$ cat config.mk
export PLATFORM = sky130hd
export DESIGN_NAME = wb_stage
export DESIGN_NICKNAME = d
export VERILOG_FILES = /design/src/rtl/wb_stage.sv
export SDC_FILE = /design/constraint.sdc
export NUM_CORES = 1
export LEC_CHECK = 0
export BUFFER_PORTS_ARGS = -buffer_cell sky130_fd_sc_hd__buf_2
export CORE_UTILIZATION = 50
export CTS_CLUSTER_DIAMETER = 100
export DETAILED_ROUTE_END_ITERATION = 8
export GPL_TIMING_DRIVEN = 1
export PLACE_DENSITY = 0.91
export SKIP_LAST_GASP = 1
export SLEW_MARGIN = 20
export SYNTH_ARGS = -nofsm -noshare
export SYNTH_HDL_FRONTEND = slang
export SYNTH_SLANG_ARGS = --single-unit
$ cat constraint.sdc
create_clock -name clk -period 6.7 [get_ports clk]
set_input_delay 1.005 -clock clk [delete_from_list [all_inputs] [get_ports clk]]
set_output_delay 1.005 -clock clk [all_outputs]
set_load 0.01 [all_outputs]
$ cat src/rtl/wb_stage.sv
// Writeback stage: M/W pipeline register, register-file write port, and cycle/instret counters.
// Optional macro WB_HALT_EN adds a sticky halt flag that is set when an ECALL retires.
module wb_stage #(
   parameter int unsigned      XLEN     = 32,
   parameter int unsigned      CNT_W    = 64,
   parameter logic [31:0]      NOP_INST = 32'h0000_0013,
   parameter logic [XLEN-1:0]  RESET_PC = XLEN'(32'h0100_0000)
) (
   input  logic             clk,
   input  logic             rst,
   input  logic             stall,
   input  logic             flush,
   input  logic             valid_m,
   input  logic [31:0]      inst_m,
   input  logic [XLEN-1:0]  pc_m,
   input  logic [XLEN-1:0]  wb_m,
   output logic             valid_w,
   output logic [31:0]      inst_w,
   output logic [XLEN-1:0]  pc_w,
   output logic             reg_we,
   output logic [4:0]       reg_rd,
   output logic [XLEN-1:0]  reg_wdata,
   output logic [CNT_W-1:0] cycle_cnt,
   output logic [CNT_W-1:0] instret_cnt,
   output logic             halt
);

   localparam logic [6:0] OpLui    = 7'b0110111;
   localparam logic [6:0] OpAuipc  = 7'b0010111;
   localparam logic [6:0] OpJal    = 7'b1101111;
   localparam logic [6:0] OpJalr   = 7'b1100111;
   localparam logic [6:0] OpLoad   = 7'b0000011;
   localparam logic [6:0] OpOpImm  = 7'b0010011;
   localparam logic [6:0] OpOp     = 7'b0110011;

   logic             valid_q, valid_d;
   logic [31:0]      inst_q, inst_d;
   logic [XLEN-1:0]  pc_q, pc_d;
   logic [XLEN-1:0]  wdata_q, wdata_d;
   logic [CNT_W-1:0] cycle_q, instret_q;
   logic             halt_int;
   logic             retire;
   logic             rd_writer;

   // Flush beats stall; stall holds everything.
   always_comb begin
      valid_d = valid_q;
      inst_d  = inst_q;
      pc_d    = pc_q;
      wdata_d = wdata_q;
      if (flush) begin
         valid_d = 1'b0;
         inst_d  = NOP_INST;
         pc_d    = RESET_PC;
         wdata_d = '0;
      end else if (!stall) begin
         valid_d = valid_m;
         inst_d  = inst_m;
         pc_d    = pc_m;
         wdata_d = wb_m;
      end
   end

   // The occupant leaving W is counted even when a flush replaces it.
   assign retire = valid_q & ~stall & ~halt_int;

   always_ff @(posedge clk) begin
      if (rst) begin
         valid_q   <= 1'b0;
         inst_q    <= NOP_INST;
         pc_q      <= RESET_PC;
         wdata_q   <= '0;
         cycle_q   <= '0;
         instret_q <= '0;
      end else begin
         valid_q   <= valid_d;
         inst_q    <= inst_d;
         pc_q      <= pc_d;
         wdata_q   <= wdata_d;
         cycle_q   <= cycle_q + CNT_W'(1);
         if (retire) instret_q <= instret_q + CNT_W'(1);
      end
   end

`ifdef WB_HALT_EN
   localparam logic [31:0] InstEcall = 32'h0000_0073;
   logic halt_q;

   always_ff @(posedge clk) begin
      if (rst) begin
         halt_q <= 1'b0;
      end else if (valid_q && !stall && inst_q == InstEcall) begin
         halt_q <= 1'b1;
      end
   end

   assign halt_int = halt_q;
`else
   assign halt_int = 1'b0;
`endif

   always_comb begin
      rd_writer = 1'b0;
      case (inst_q[6:0])
         OpLui, OpAuipc, OpJal, OpJalr, OpLoad, OpOpImm, OpOp: rd_writer = 1'b1;
         default:                                              rd_writer = 1'b0;
      endcase
   end

   assign valid_w     = valid_q;
   assign inst_w      = inst_q;
   assign pc_w        = pc_q;
   assign reg_wdata   = wdata_q;
   assign reg_rd      = inst_q[11:7];
   assign reg_we      = valid_q & ~halt_int & (inst_q[11:7] != 5'd0) & rd_writer;
   assign cycle_cnt   = cycle_q;
   assign instret_cnt = instret_q;
   assign halt        = halt_int;

endmodule

## Yosys cells after proc, flatten, opt, wreduce, memory -nomap -nowiden

Cells that the tools add are included.

| cells by class | value |
|---|---|
| add/sub/neg operators | 2 |
| muxes and demuxes | 1 |
| equality and inequality tests | 7 |
| reductions and logical operators | 3 |
| bitwise operators | 4 |

Operators by type and width:

| kind | number |
|---|---|
| $add 64x1->64 const B | 2 |
| $eq 7x5->1 const B | 2 |
| $eq 7x6->1 const B | 2 |
| $eq 7x7->1 const B | 2 |
| $eq 7x2->1 const B | 1 |
| $reduce_or 7->1 | 1 |
| $reduce_bool 5->1 | 1 |
| $and 1x1->1 | 3 |
| $reduce_or 2->1 | 1 |
| $mux 1 | 1 |
| $not 1->1 | 1 |

| word-level totals | value |
|---|---|
| logic and storage cells | 23 |
| output and inout bits | 232 |
| input port bits | 101 |
| bits in registers | 225 |

## Depth between registers and ports, before layout

| depth | value |
|---|---|
| depth in word-level cells | 4 |
| depth in mapped cells | 7 |

## Worst setup path before layout

Ideal clock, no wire load.

| timing | value |
|---|---|
| kind | input to register |
| from | input stall |
| to | register instret_q[32], in the netlist instret_cnt[32] |
| arrival time | 2.741 ns |
| stages on the path | 7 |
| slack | 3.827 ns |
| setup time | 0.132 ns |
| cell sequence | clkbuf_1 nand3b_1 or4_1 clkbuf_1 nor4_1 a21o_1 a21oi_1 |

| on the way | value |
|---|---|
| longest elaborated chain between the ends | 2 |

Ends and longest elaborated chain:

| element | line | text |
|---|---|---|
| start: declaration | 11 | `input logic stall,` |
| $not 1->1 | 65 | `assign retire = valid_q & ~stall & ~halt_int;` |
| $and 1x1->1 | 65 |  |
| end signal: assignment | 81 | `if (retire) instret_q <= instret_q + CNT_W'(1);` |
| end: declaration | 40 | `logic [CNT_W-1:0] cycle_q, instret_q;` |

No other way between the ends.
A chain may end at the register's enable or synchronous reset.

## Worst setup path in the final report

| timing | value |
|---|---|
| from | input stall |
| to | register instret_q[41], in the netlist instret_cnt[41] |

The elaborated chain is that of the path after synthesis.

==> impl.org <==
** Synthesis
- In the synthesized netlist the dominant register cell turns out to be sky130_fd_sc_hd__dfxtp_1.
- Synthesized Nets :: 1,167
- Measured against the total synthesized area, the mux share comes to 10.4%.
- The Yosys step of the flow raised 0 warnings.
- In this run the mean area of a mapped cell was 8.97 sq um.
- Of the total synthesized cell area, the portion taken by AND, OR, NAND and NOR gates is 25.8%.
- Register bit count reported by yosys :: 225
- Mapped Area :: 0.00954 sq mm
- Counting distinct cell types in the post-synthesis netlist gives 43.
- In this run, synthesis inferred 0 flip-flops with an integrated enable.
- Of all flip-flops after synthesis, the portion carrying an async set or reset was 0%.
- Compound-cell area share of the yosys netlist :: 7.31%
- Combinational family with the most area after synthesis :: simple AND/OR/NAND/NOR gates
- Synthesized instance count :: 1,064
- Post-Synth XOR/XNOR Area :: 5.97%
- Of the synthesized area, sequential elements account for 47.2%.
- Summing the areas of all fa, ha and maj instances in the mapped netlist gives 0.262% of the synthesized area.

** Place
- Number of buffers inserted by port buffering :: 331
- Placed instance count :: 1,578
- Once detailed placement completed, the half-perimeter wirelength came to 18,700 um.
- Last weighted congestion value of the routability-driven placer :: 0.834

** Pwr
- VDD sags by at most 0.172 mV.
- Cell leakage power :: 5.29 nW
- Total power consumption of the routed design :: 2.94 mW
- Dividing total power by cell area gives a power density of 242 mW/mm^2.

** STA
- For the final database, setup skew stands at 13.9 ps.
- After routing, the total negative slack on setup checks comes to 0 ps.
- The final count of pins violating max slew was 0.
- RSZ-0062 raised after global routing :: no
- Worst Tran Pin Value :: 986 ps
- Measured against its own limit, the worst slew margin works out to 34.1%.
- On the final layout, the worst hold slack is 481 ps.
- Timing would allow up to 267 MHz.
- Number of hold violations in the final report :: 0
- Fin crit period :: 3740 ps
- Share of the cycle needed by the critical path after routing :: 55.9%
- Final setup violating endpoints :: 0

** Worst setup path
- Family of cells with the greatest summed delay on the critical path :: simple AND/OR/NAND/NOR gates
- The critical path goes through buf_4 > nand4b_1 > nor4_1 > nand4_1 > or4b_1 > a21oi_1.
- At the worst endpoint, the required time is 7130 ps.
- STA classifies the critical path endpoint as a register.
- Data on the critical path arrives at its endpoint at 4180 ps.
- Worst-path maximum fanout :: 43
- Startpoint Class :: primary input
- For this run, the slowest stage of the critical path takes 910 ps.
- Critical-path cell with the highest stage delay :: sky130_fd_sc_hd__nand4_1
- Number of buffers and inverters on the critical path :: 1
- The critical path is of the in2reg type.

** Clock network
- For this design, the sink count on the clock tree is 225.
- Post-CTS resize count :: 0
- Largest buffer count on any clock path :: 3
- Once the clock tree was built, the setup fixing pass inserted 0 buffers.
- Clock Tree Root :: sky130_fd_sc_hd__clkbuf_16
- Clock buffers created by TritonCTS :: 25
- Worst-path clk slew :: 60 ps
- H-tree depth reported by CTS :: 1
- Clock tree from TritonCTS :: done
- The number of hold buffers added after CTS was 0.
- At the later pin of the worst-skew pair, clock insertion delay measures 520 ps.

** Run
- The tool flagged a number of max-cap violations equal to 0.

** Cells and area
- From synthesis to final layout, the design area changed by 27.5%.
- Cells with a size suffix above 1 make up 27.9% of the layout.
- At the end of the flow, the number of nets in the layout was 1,474.
- Share of the core filled with cells :: 65.0%
- Non-filler instance count after layout :: 1,624
- Number of filler cells placed in the layout :: 1,450

** Global route
- Global-route wire length before repair :: 42,700 um
- The initial antenna violation count is 1.
- After global routing the overflow that remains totals 0.
- Via count of the first global-routing pass :: 8,666
- Global Route Usage Sum :: 26.2%
- Entering global routing, the biggest net connects 94 pins.

** Die
- Die W :: 140 um
- The die covers 0.0196 sq mm.
- Site Rows :: 50
- Die Y :: 140 um
- Starting density of the core :: 51.0%
- Core region area :: 0.0187 sq mm
- Ports placed on the boundary :: 333

** Min path
- Hold/Removal Path Class :: reg2reg

** Run status
- The run finished with clean final reports.

** Detailed routing
- Detailed-routing iteration count for the pre-antenna-repair pass :: 6
- After detailed routing, the number of vias per cell comes to 5.67.
- Number of routed nets with antenna violations :: 0
- After detailed routing, the number of remaining DRC violations is 0.
- After the first detailed-routing iteration, the DRC count stood at 576.
- Wires add up to 26,800 um.
- The detailed router placed 9,202 vias in this run.
- Dividing the detail-routed wire length by the instance count gives 16.5 um.
-- layout make-up --
| cell class | instances | area [sq um] | area share [%] |
|---|---|---|---|
| timing repair buffer | 336 | 1700 | 14.0 |
| clock inverter | 10 | 135 | 1.11 |
| sequential | 225 | 4500 | 37.0 |
| clock buffer | 35 | 723 | 5.95 |
| antenna | 1 | 2.50 | 0.0206 |
| tap | 234 | 293 | 2.41 |
| inverter | 13 | 48.8 | 0.401 |
| multi-input combinational | 770 | 4750 | 39.1 |
-- synthesized netlist by cell type, drive strengths merged (13+ instances only) --
cell type | number | area (sq um)
dfxtp | 225 | 4500
nor2 | 179 | 672
mux2i | 98 | 981
a21oi | 59 | 295
nand2 | 54 | 203
nand4 | 48 | 307
nand3 | 46 | 230
clkbuf | 39 | 146
xnor2 | 38 | 333
o21ai | 31 | 155
or3 | 31 | 194
nor3 | 27 | 135
xor2 | 27 | 236
nor4 | 22 | 153
or4 | 21 | 161
o31ai | 18 | 135
and3 | 17 | 106
buf | 17 | 87.6
and4 | 13 | 114
inv | 13 | 48.8
-- flip-flops by register name, summed over array words and instances (netlist names) --
signal / count
pc_w: 32
reg_wdata: 32
cycle_cnt: 64
valid_w: 1
instret_cnt: 64
inst_w: 32
-- stage by stage --
stage | area (sq um) | setup slack [ps]
2_1_floorplan | 9540 | 3830
3_3_place_gp | 11300 | 2680
3_5_place_dp | 11300 | 2480
4_1_cts | 12200 | 3000
5_1_grt | 12200 | 2780
6_report | 12200 | 2960
-- cells in the final DEF, fill, tap and decap left out, drive strengths merged, types with 4 or more instances in the layout --
cell type,count
and3,17
clkbuf,35
nand4b,7
or3,31
nand3,46
mux2i,98
xnor2,38
o31ai,18
nand2,54
nand4,48
inv,14
a21oi,59
buf,336
xor2,27
clkinv,5
o41ai,7
nor4,22
nor2,179
nor3,27
o21ai,31
or4b,4
dfxtp,225
and2,5
or4,21
and4,13
-- kinds of logic (layout without fill, tap and decap cells) --
kind of cell,after synthesis,after routing
other,1,2
AND/OR/NAND/NOR,482,482
buffers and inverters,69,394
multiplexers,99,99
adder cells (fa/ha/maj),2,2
AO/OA/AOI/OAI,121,121
flip-flops,225,225
XOR/XNOR,65,65
-- per-layer routing --
layer / GRT usage, % / vias to the layer above / wire (um) / part of all wire, %
met5: 0 / - / 0 / 0
met2: 45.5 / 387 / 13200 / 49
met4: 8.96 / 0 / 681 / 2.5
met1: 31.9 / 4347 / 10700 / 40
li1: - / 4417 / - / -
met3: 6.05 / 51 / 2170 / 8.1
-- path summary, 6_finish.rpt --
kind / depth (start not counted) / slack [ps] / to / startpoint
max reg2reg: 5 / 3420 / instret_cnt[41] / instret_cnt[5]
min: 2 / 480 / pc_w[24] / pc_w[24]
max: 6 / 2960 / instret_cnt[41] / stall
min reg2reg: 2 / 480 / pc_w[24] / pc_w[24]
-- power breakdown --
group / switching, mW / leakage (nW) / internal, mW
Combinational: 0.0815 / 3.04 / 0.0685
Clock: 0.553 / 0.423 / 0.868
Sequential: 0.0142 / 1.82 / 1.36
Total: 0.649 / 5.29 / 2.29
-- worst register-to-register path, delay by kind of cell, from the launching register on --
kind            cells  cell delay (ps)
simple gates        4             2640
flops               1              410
compound gates      1              160
(Power assumes the default switching activity.)
